## config.mk

```make
export PLATFORM = sky130hd
export DESIGN_NAME = typing_scorer_flat
export DESIGN_NICKNAME = d
export VERILOG_FILES = /design/src/rtl/typing_scorer_if.sv /design/src/rtl/typing_scorer.sv /design/src/flat_wrapper.sv
export SDC_FILE = /design/constraint.sdc
export NUM_CORES = 1
export LEC_CHECK = 0
export ABC_AREA = 1
export BUFFER_PORTS_ARGS = -buffer_cell sky130_fd_sc_hd__buf_4
export CAP_MARGIN = 20
export CELL_PAD_IN_SITES_DETAIL_PLACEMENT = 1
export CELL_PAD_IN_SITES_GLOBAL_PLACEMENT = 2
export CORE_AREA = 8 8 257 259
export CTS_CLUSTER_SIZE = 8
export DETAILED_ROUTE_END_ITERATION = 10
export DIE_AREA = 0 0 265 267
export GPL_ROUTABILITY_DRIVEN = 0
export PLACE_DENSITY_LB_ADDON = 0.05
export REMOVE_ABC_BUFFERS = 1
export SLEW_MARGIN = 10
export SYNTH_ARGS = -nofsm -noshare
export SYNTH_HDL_FRONTEND = slang
export SYNTH_SLANG_ARGS = --single-unit
export TNS_END_PERCENT = 100
```

## constraint.sdc

```tcl
create_clock -name clk -period 4.1 [get_ports clk]
set_input_delay 0.82 -clock clk [delete_from_list [all_inputs] [get_ports clk]]
set_output_delay 0.82 -clock clk [all_outputs]
set_load 0.02 [all_outputs]
```

## src/rtl/typing_scorer_if.sv

```systemverilog
// typing_scorer_if: keystroke events and target word into the scorer, next-word request back out
// Signals: key_evt/key_cls/key_letter decoded key press; target_word/target_len current target;
//   word_req one-cycle request for the next target after a commit.
interface typing_scorer_if #(
    parameter int MAX_LEN = 25,
    parameter int LW      = 5
);
    logic                  key_evt;
    logic [1:0]            key_cls;
    logic [LW-1:0]         key_letter;
    logic [MAX_LEN*LW-1:0] target_word;
    logic [4:0]            target_len;
    logic                  word_req;
    modport master (output key_evt, key_cls, key_letter, target_word, target_len, input word_req);
    modport slave  (input key_evt, key_cls, key_letter, target_word, target_len, output word_req);
endinterface

```

## src/rtl/typing_scorer.sv

```systemverilog
// typing_scorer: word buffer, correct-prefix tracker, running totals, game timer and accuracy divider
// Ports: clk/rst_n clock and async active-low reset; clear_i stats clear; run_i run/pause;
//   mode_i/limit_i finish rule (seconds or words); kb key events, target word and word_req;
//   buffer_o/cursor_o/ok_len_o typed word; words_*/chars_* totals; acc_o/acc_busy_o accuracy;
//   elapsed_cs_o game time; finish_o sticky game over.
module typing_scorer #(
    parameter int MAX_LEN  = 25,
    parameter int LW       = 5,
    parameter int CW       = 11,
    parameter int TICK_DIV = 1000000,
    parameter int TW       = 15,
    parameter int MAX_CS   = 18000
) (
    input  logic                  clk,
    input  logic                  rst_n,
    input  logic                  clear_i,
    input  logic                  run_i,
    input  logic                  mode_i,
    input  logic [6:0]            limit_i,
    typing_scorer_if.slave        kb,
    output logic [MAX_LEN*LW-1:0] buffer_o,
    output logic [4:0]            cursor_o,
    output logic [4:0]            ok_len_o,
    output logic [CW-1:0]         words_done_o,
    output logic [CW-1:0]         words_hit_o,
    output logic [CW-1:0]         chars_typed_o,
    output logic [CW-1:0]         chars_ok_o,
    output logic [6:0]            acc_o,
    output logic                  acc_busy_o,
    output logic [TW-1:0]         elapsed_cs_o,
    output logic                  finish_o
);
    localparam int NW = CW + 7;
    localparam int PW = (TICK_DIV > 1) ? $clog2(TICK_DIV) : 1;
    localparam int KW = $clog2(NW + 1);
    localparam logic [4:0]    ML    = 5'(MAX_LEN);
    localparam logic [PW-1:0] P_TOP = PW'(TICK_DIV - 1);
    localparam logic [TW-1:0] T_MAX = TW'(MAX_CS);
    localparam logic [KW-1:0] K_ALL = KW'(NW);

    typedef enum logic {D_IDLE, D_BUSY} div_state_t;

    div_state_t                 dst_q, dst_d;
    logic [MAX_LEN-1:0][LW-1:0] buf_q, buf_d, tgt;
    logic [4:0]                 cur_q, cur_d, ok_q, ok_d;
    logic [CW-1:0]              done_q, done_d, hit_q, hit_d;
    logic [CW-1:0]              typed_q, typed_d, good_q, good_d;
    logic [6:0]                 acc_q, acc_d;
    logic [TW-1:0]              el_q, el_d;
    logic                       fin_q, fin_d, req_q, req_d;
    logic [PW-1:0]              pre_q, pre_d;
    logic [CW-1:0]              rem_q, rem_d;
    logic [NW-1:0]              num_q, num_d;
    logic [CW-1:0]              den_q, den_d;
    logic [KW-1:0]              cnt_q, cnt_d;
    logic [CW:0]                sh;
    logic                       key, tick, commit, ge, time_up, words_up;

    function automatic logic [CW-1:0] sat_add(input logic [CW-1:0] a, input logic [CW-1:0] b);
        logic [CW:0] s;
        s = {1'b0, a} + {1'b0, b};
        return s[CW] ? '1 : s[CW-1:0];
    endfunction

    assign tgt = kb.target_word;

    always_comb begin
        buf_d    = buf_q;
        cur_d    = cur_q;
        ok_d     = ok_q;
        done_d   = done_q;
        hit_d    = hit_q;
        typed_d  = typed_q;
        good_d   = good_q;
        acc_d    = acc_q;
        dst_d    = dst_q;
        rem_d    = rem_q;
        num_d    = num_q;
        den_d    = den_q;
        cnt_d    = cnt_q;
        // restoring divider step: shift in the next dividend bit, subtract when it fits
        sh       = {rem_q, num_q[NW-1]};
        ge       = sh >= {1'b0, den_q};
        key      = kb.key_evt && run_i && !fin_q;
        commit   = key && kb.key_cls == 2'd2 && cur_q != 5'd0;
        tick     = run_i && pre_q == P_TOP;
        time_up  = !mode_i && 32'(el_q) >= 32'(limit_i) * 32'd100;
        words_up = mode_i && limit_i != 7'd0 && done_q == CW'(limit_i);
        if (key && kb.key_cls == 2'd0 && cur_q < ML) begin
            buf_d[cur_q] = kb.key_letter;
            cur_d        = cur_q + 5'd1;
            ok_d         = (ok_q == cur_q && cur_q < kb.target_len && tgt[cur_q] == kb.key_letter) ? ok_q + 5'd1 : ok_q;
        end
        if (key && kb.key_cls == 2'd1 && cur_q != 5'd0) begin
            buf_d[cur_q - 5'd1] = '0;
            cur_d               = cur_q - 5'd1;
            ok_d                = (ok_q == cur_q) ? ok_q - 5'd1 : ok_q;
        end
        if (commit) begin
            done_d  = sat_add(done_q, CW'(1));
            hit_d   = (ok_q == cur_q && cur_q == kb.target_len) ? sat_add(hit_q, CW'(1)) : hit_q;
            typed_d = sat_add(typed_q, CW'(cur_q));
            good_d  = sat_add(good_q, CW'(ok_q));
            buf_d   = '0;
            cur_d   = '0;
            ok_d    = '0;
        end
        req_d = run_i ? commit : req_q;
        pre_d = run_i ? (tick ? '0 : pre_q + PW'(1)) : pre_q;
        el_d  = (tick && !fin_q && el_q < T_MAX) ? el_q + TW'(1) : el_q;
        fin_d = fin_q || (run_i && (time_up || words_up || el_q == T_MAX));
        // a commit always (re)starts the division from the freshly updated totals
        if (commit) begin
            dst_d = (typed_d == '0) ? D_IDLE : D_BUSY;
            acc_d = (typed_d == '0) ? 7'd0 : acc_q;
            num_d = NW'(good_d) * NW'(100);
            den_d = typed_d;
            rem_d = '0;
            cnt_d = K_ALL;
        end else if (dst_q == D_BUSY && run_i) begin
            rem_d = ge ? CW'(sh - {1'b0, den_q}) : sh[CW-1:0];
            num_d = {num_q[NW-2:0], ge};
            cnt_d = cnt_q - KW'(1);
            dst_d = (cnt_q == KW'(1)) ? D_IDLE : D_BUSY;
            acc_d = (cnt_q == KW'(1)) ? ((num_d > NW'(100)) ? 7'd100 : num_d[6:0]) : acc_q;
        end
    end

    always_ff @(posedge clk or negedge rst_n) begin
        if (!rst_n) begin
            dst_q   <= D_IDLE;
            buf_q   <= '0;
            cur_q   <= '0;
            ok_q    <= '0;
            done_q  <= '0;
            hit_q   <= '0;
            typed_q <= '0;
            good_q  <= '0;
            acc_q   <= '0;
            el_q    <= '0;
            fin_q   <= 1'b0;
            req_q   <= 1'b0;
            pre_q   <= '0;
            rem_q   <= '0;
            num_q   <= '0;
            den_q   <= '0;
            cnt_q   <= '0;
        end else if (clear_i) begin
            dst_q   <= D_IDLE;
            buf_q   <= '0;
            cur_q   <= '0;
            ok_q    <= '0;
            done_q  <= '0;
            hit_q   <= '0;
            typed_q <= '0;
            good_q  <= '0;
            acc_q   <= '0;
            el_q    <= '0;
            fin_q   <= 1'b0;
            req_q   <= 1'b0;
            pre_q   <= pre_d;
            rem_q   <= '0;
            num_q   <= '0;
            den_q   <= '0;
            cnt_q   <= '0;
        end else begin
            dst_q   <= dst_d;
            buf_q   <= buf_d;
            cur_q   <= cur_d;
            ok_q    <= ok_d;
            done_q  <= done_d;
            hit_q   <= hit_d;
            typed_q <= typed_d;
            good_q  <= good_d;
            acc_q   <= acc_d;
            el_q    <= el_d;
            fin_q   <= fin_d;
            req_q   <= req_d;
            pre_q   <= pre_d;
            rem_q   <= rem_d;
            num_q   <= num_d;
            den_q   <= den_d;
            cnt_q   <= cnt_d;
        end
    end

    assign kb.word_req     = req_q;
    assign buffer_o        = buf_q;
    assign cursor_o        = cur_q;
    assign ok_len_o        = ok_q;
    assign words_done_o    = done_q;
    assign words_hit_o     = hit_q;
    assign chars_typed_o   = typed_q;
    assign chars_ok_o      = good_q;
    assign acc_o           = acc_q;
    assign acc_busy_o      = dst_q == D_BUSY;
    assign elapsed_cs_o    = el_q;
    assign finish_o        = fin_q;
endmodule
```

## src/flat_wrapper.sv

```systemverilog
// flat-port wrapper written by rule: the top's interface ports become plain ports
module typing_scorer_flat 
#(
    parameter int MAX_LEN  = 25,
    parameter int LW       = 5,
    parameter int CW       = 11,
    parameter int TICK_DIV = 1000000,
    parameter int TW       = 15,
    parameter int MAX_CS   = 18000
)
  (clk, rst_n, clear_i, run_i, mode_i, limit_i, buffer_o, cursor_o, ok_len_o, words_done_o, words_hit_o, chars_typed_o, chars_ok_o, acc_o, acc_busy_o, elapsed_cs_o, finish_o, kb_key_evt, kb_key_cls, kb_key_letter, kb_target_word, kb_target_len, kb_word_req);
  typing_scorer_if #(.MAX_LEN(MAX_LEN), .LW(LW)) kb_i ();
  input  logic clk;
  input  logic rst_n;
  input  logic clear_i;
  input  logic run_i;
  input  logic mode_i;
  input  logic [6:0] limit_i;
  output logic [MAX_LEN*LW-1:0] buffer_o;
  output logic [4:0] cursor_o;
  output logic [4:0] ok_len_o;
  output logic [CW-1:0] words_done_o;
  output logic [CW-1:0] words_hit_o;
  output logic [CW-1:0] chars_typed_o;
  output logic [CW-1:0] chars_ok_o;
  output logic [6:0] acc_o;
  output logic acc_busy_o;
  output logic [TW-1:0] elapsed_cs_o;
  output logic finish_o;
  input wire logic [$bits(kb_i.key_evt)-1:0] kb_key_evt;
  input wire logic [$bits(kb_i.key_cls)-1:0] kb_key_cls;
  input wire logic [$bits(kb_i.key_letter)-1:0] kb_key_letter;
  input wire logic [$bits(kb_i.target_word)-1:0] kb_target_word;
  input wire logic [$bits(kb_i.target_len)-1:0] kb_target_len;
  output wire logic [$bits(kb_i.word_req)-1:0] kb_word_req;
  assign kb_i.key_evt = kb_key_evt;
  assign kb_i.key_cls = kb_key_cls;
  assign kb_i.key_letter = kb_key_letter;
  assign kb_i.target_word = kb_target_word;
  assign kb_i.target_len = kb_target_len;
  assign kb_word_req = kb_i.word_req;
  typing_scorer #(.MAX_LEN(MAX_LEN), .LW(LW), .CW(CW), .TICK_DIV(TICK_DIV), .TW(TW), .MAX_CS(MAX_CS)) u_core (.clk(clk), .rst_n(rst_n), .clear_i(clear_i), .run_i(run_i), .mode_i(mode_i), .limit_i(limit_i), .kb(kb_i), .buffer_o(buffer_o), .cursor_o(cursor_o), .ok_len_o(ok_len_o), .words_done_o(words_done_o), .words_hit_o(words_hit_o), .chars_typed_o(chars_typed_o), .chars_ok_o(chars_ok_o), .acc_o(acc_o), .acc_busy_o(acc_busy_o), .elapsed_cs_o(elapsed_cs_o), .finish_o(finish_o));
endmodule
```

==> results.py <==
metrics = {
    "clock_network": {
        "cts.sinks": 269,
        "hold_buffers": 0,
        "root_buffer": "clkbuf_16",
        "clock_latency_ns": 0.56,
        "numCtsBuffers": 41,
        "clkTransAtPathRegs_ns": 0.05,
        "cts_tree": "yes",
        "cts_buffer_depth": 3,
        "htree_num_levels": 2,
    },
    "logic_synthesis": {
        "synth_edf_count": 0,
        "async_flop_share": 1.00,
        "ys.flop_type": "dfrtp_1",
        "ys.warnings.count": 0,
        "synth-seq-cells": 269,
        "syn_inst": 2374,
        "seq_area_frac_synth": 0.378,
        "syn_avg_cell_area_sq_um": 7.50,
        "synthesis.area_sq_um": 17800,
        "synth.distinct_cells": 61,
    },
    "power_and_ir_drop": {
        "pwr-share-comb": 0.335,
        "p_int_uw": 5800,
        "vdd_drop_max_mv": 0.258,
        "finalPower_uw": 9180,
        "p_seq_frac": 0.321,
        "p_per_area_nw_per_um2": 380,
        "clkPwrFrac": 0.345,
        "switching_share": 0.369,
        "p_sw_uw": 3390,
        "p_leak_uw": 0.0123,
    },
    "timing": {
        "worst_pin_slew_ns": 0.822,
        "rsz0062_at_grt": "yes",
        "fmaxAchievable_mhz": 241,
        "setup_violations": 3,
        "finalMaxSlewViolations": 0,
        "setup-tns-final_ns": -0.0771,
        "fin_ws_ns": -0.0555,
        "slew_headroom": 0.452,
        "fin_crit_sh": 1.01,
        "min_period_ns": 4.16,
        "finClkSkew_ns": 0.0189,
        "hold_viol": 0,
    },
    "floorplan": {
        "die_area_sq_um": 70800,
        "pin_count": 354,
        "row_count": 92,
        "coreArea_sq_um": 62200,
        "start_util": 0.287,
        "die_w_um": 265,
        "die_h_um": 267,
    },
    "detailed_routing": {
        "antenna_left": 0,
        "dr_total_vias": 18100,
        "drt_iter0_drc": 806,
        "firstDrtPassIters": 5,
        "wirelength_um": 74600,
        "route.detailed.drc": 0,
        "avgRoutedWirePerCell_um": 20.3,
        "viasPerCell": 4.92,
    },
    "critical_path": {
        "crit_chain": "ha_2 -> inv_2 -> fa_2 -> o21ai_2 -> nand2_1 -> nand2_1 -> nand2_2 -> nor2_4 -> xnor2_2 -> nand2_4 -> ha_4 -> ha_4 -> inv_2 -> fa_1 -> inv_2 -> ha_4 -> nand2_2 -> nor2_4 -> buf_4 -> nand3_1 -> o2111ai_2 -> a21oi_1 -> o21ai_1 -> a31oi_1",
        "required_ns": 4.53,
        "crit_family": "adder cells",
        "worstPathArrival_ns": 4.58,
        "endpoint_kind": "flop",
        "cp_slowest_cell": "fa_1",
        "r2r_start": "u_core.ok_len_o[0]$_DFFE_PN0P_",
        "reg2regPathDepth": 24,
        "rrSetupSlack_ns": -0.06,
        "worstSetupPathType": "flop to flop",
        "startpoint": "u_core.ok_len_o[0]$_DFFE_PN0P_",
        "cp-start-kind": "flop",
        "path_buf_inv": 4,
        "worst-path-stages": 24,
        "critical-path-max-stage-delay_ns": 0.55,
        "critPathMaxFanout": 4,
    },
    "place": {
        "placedCellCount": 3572,
        "hpwl_um": 55700,
        "portBuffers": 353,
    },
    "final_layout": {
        "nNetsFinal": 3138,
        "drive_gt1_frac": 0.259,
        "regArea_sq_um": 6730,
        "multiInputGateArea_sq_um": 10300,
        "nFillCells": 7593,
        "fin_util": 0.389,
        "final_cells": 3668,
        "area_delta_synth_final_pct": 35.7,
        "antenna_cells": 0,
    },
    "job": {
        "max_cap_violations": 0,
    },
    "grt": {
        "gr-total-overflow": 0,
        "grt_usage": 0.207,
        "antenna_found_initial": 0,
        "grt_pass1_vias": 19400,
        "grt_start_max_net_pins": 86,
        "grt_pass1_wl_um": 115000,
    },
    "status": {
        "status": "finished with violations",
        "violations": "negative setup slack",
    },
    "hold_path": {
        "min_path_type": "input pin to asynchronous set/reset pin",
    },
}
[layout by cell type (no fill, tap or decap), types with 15 or more instances in the layout]
cell type	n
nand3_1	165
a21oi_1	179
nor3_1	27
nand2_4	18
ha_1	91
nor4_1	17
dfrtp_1	267
o21ai_0	125
inv_2	24
nand2_1	464
buf_4	499
xnor2_1	18
o21ai_1	16
nand2_2	20
nor2_4	15
inv_1	245
o22ai_1	19
xor2_1	38
nand4_1	27
ha_4	25
nor2_1	341
clkbuf_16	41
[worst paths after layout]
path | endpoint
worst min register to register | u_core.acc_o[4]$_DFFE_PN0P_
worst max-delay path | u_core.num_q[17]$_DFFE_PN0P_
max in group asynchronous | u_core.num_q[8]$_DFFE_PN0P_
min in group clk | u_core.acc_o[4]$_DFFE_PN0P_
worst min-delay path | u_core.buffer_o[10]$_DFF_PN0_
worst max register to register | u_core.num_q[17]$_DFFE_PN0P_
[routing by layer]
layer / GRT usage / wire, um / part of all wire / up-vias
li1: - / - / - / 8759
met1: 0.259 / 32800 / 0.44 / 8899
met2: 0.370 / 37300 / 0.50 / 315
met3: 0.0351 / 3130 / 0.042 / 81
met4: 0.0485 / 1420 / 0.019 / 0
met5: 0 / 0 / 0 / -
[final cells by class]
type / count / share of cell area
inverters: 280 / 0.0442
clock buffers: 48 / 0.0444
multi-input cells: 1756 / 0.426
clock inverters: 6 / 0.00336
flip-flops and latches: 269 / 0.279
repair buffers: 510 / 0.162
well taps: 799 / 0.0414
[registers in the layout (all words and copies together), names as in the netlist]
signal                cells
u_core.buffer_o         125
u_core.chars_typed_o     11
u_core.ok_len_o           5
u_core.elapsed_cs_o      15
u_core.cursor_o           5
u_core.kb.word_req        1
u_core.finish_o           1
u_core.den_q             11
u_core.acc_o              7
u_core.words_hit_o       11
u_core.acc_busy_o         1
u_core.rem_q             11
u_core.num_q             18
u_core.cnt_q              5
u_core.chars_ok_o        11
u_core.words_done_o      11
u_core.pre_q             20
[per-stage QoR]
| stage | setup WS (ns) | area (sq um) | hold slack (ns) |
|---|---|---|---|
| finish | -0.0555 | 24200 | 0.314 |
| detailed placement | -0.548 | 22000 | 0.465 |
| floorplan | -1.97 | 17400 | 0.453 |
| global route | -0.268 | 24200 | 0.366 |
| CTS | 0.00146 | 23700 | 0.330 |
| global placement | -0.457 | 22000 | 0.462 |
[synth_stat cells (all sizes together) (17+ instances only)]
cell,count,area share
nor4,17,0.0060
dfrtp,269,0.38
buf,42,0.016
nand4,27,0.0095
inv,274,0.058
o21ai,153,0.044
ha,118,0.083
nor3,32,0.011
nand3,176,0.051
a21oi,191,0.054
o22ai,23,0.0081
nor2,367,0.084
xor2,40,0.020
nand2,502,0.11
clkbuf,27,0.0057
xnor2,19,0.0093
[kinds of logic after synthesis]
kind of cell / Yosys count / share of synthesized area
xor+xnor: 59 / 0.0290
compound gates: 427 / 0.133
fa+ha+maj: 130 / 0.0964
mux: 5 / 0.00281
buf+inv: 349 / 0.0809
flops: 269 / 0.378
simple gates: 1135 / 0.280
[what timing repair did]
item	CTS	global route
setup buffers	33	9
pin swaps	37	57
resized for setup	62	84
setup endpoints to repair	9	12
[worst reg2reg max path, delay by kind of cell (launching register included)]
family	cells	cell delay (ns)
adder cells (fa/ha/maj)	6	1.93
XOR/XNOR	1	0.15
AO/OA/AOI/OAI	5	0.60
flip-flops	1	0.35
AND/OR/NAND/NOR	8	0.76
buffers and inverters	4	0.25
[power by group through the flow]
stage          Sequential, uW  Combinational [uW]  Clock, uW
6_report                 2940                3070       3170
5_1_grt                  2970                3500       3360
4_1_cts                  2950                3080       3290
3_5_place_dp             2990                3010          0
3_3_place_gp             2980                2960          0
2_1_floorplan            3060                1780          0
(Power assumes the default switching activity.)
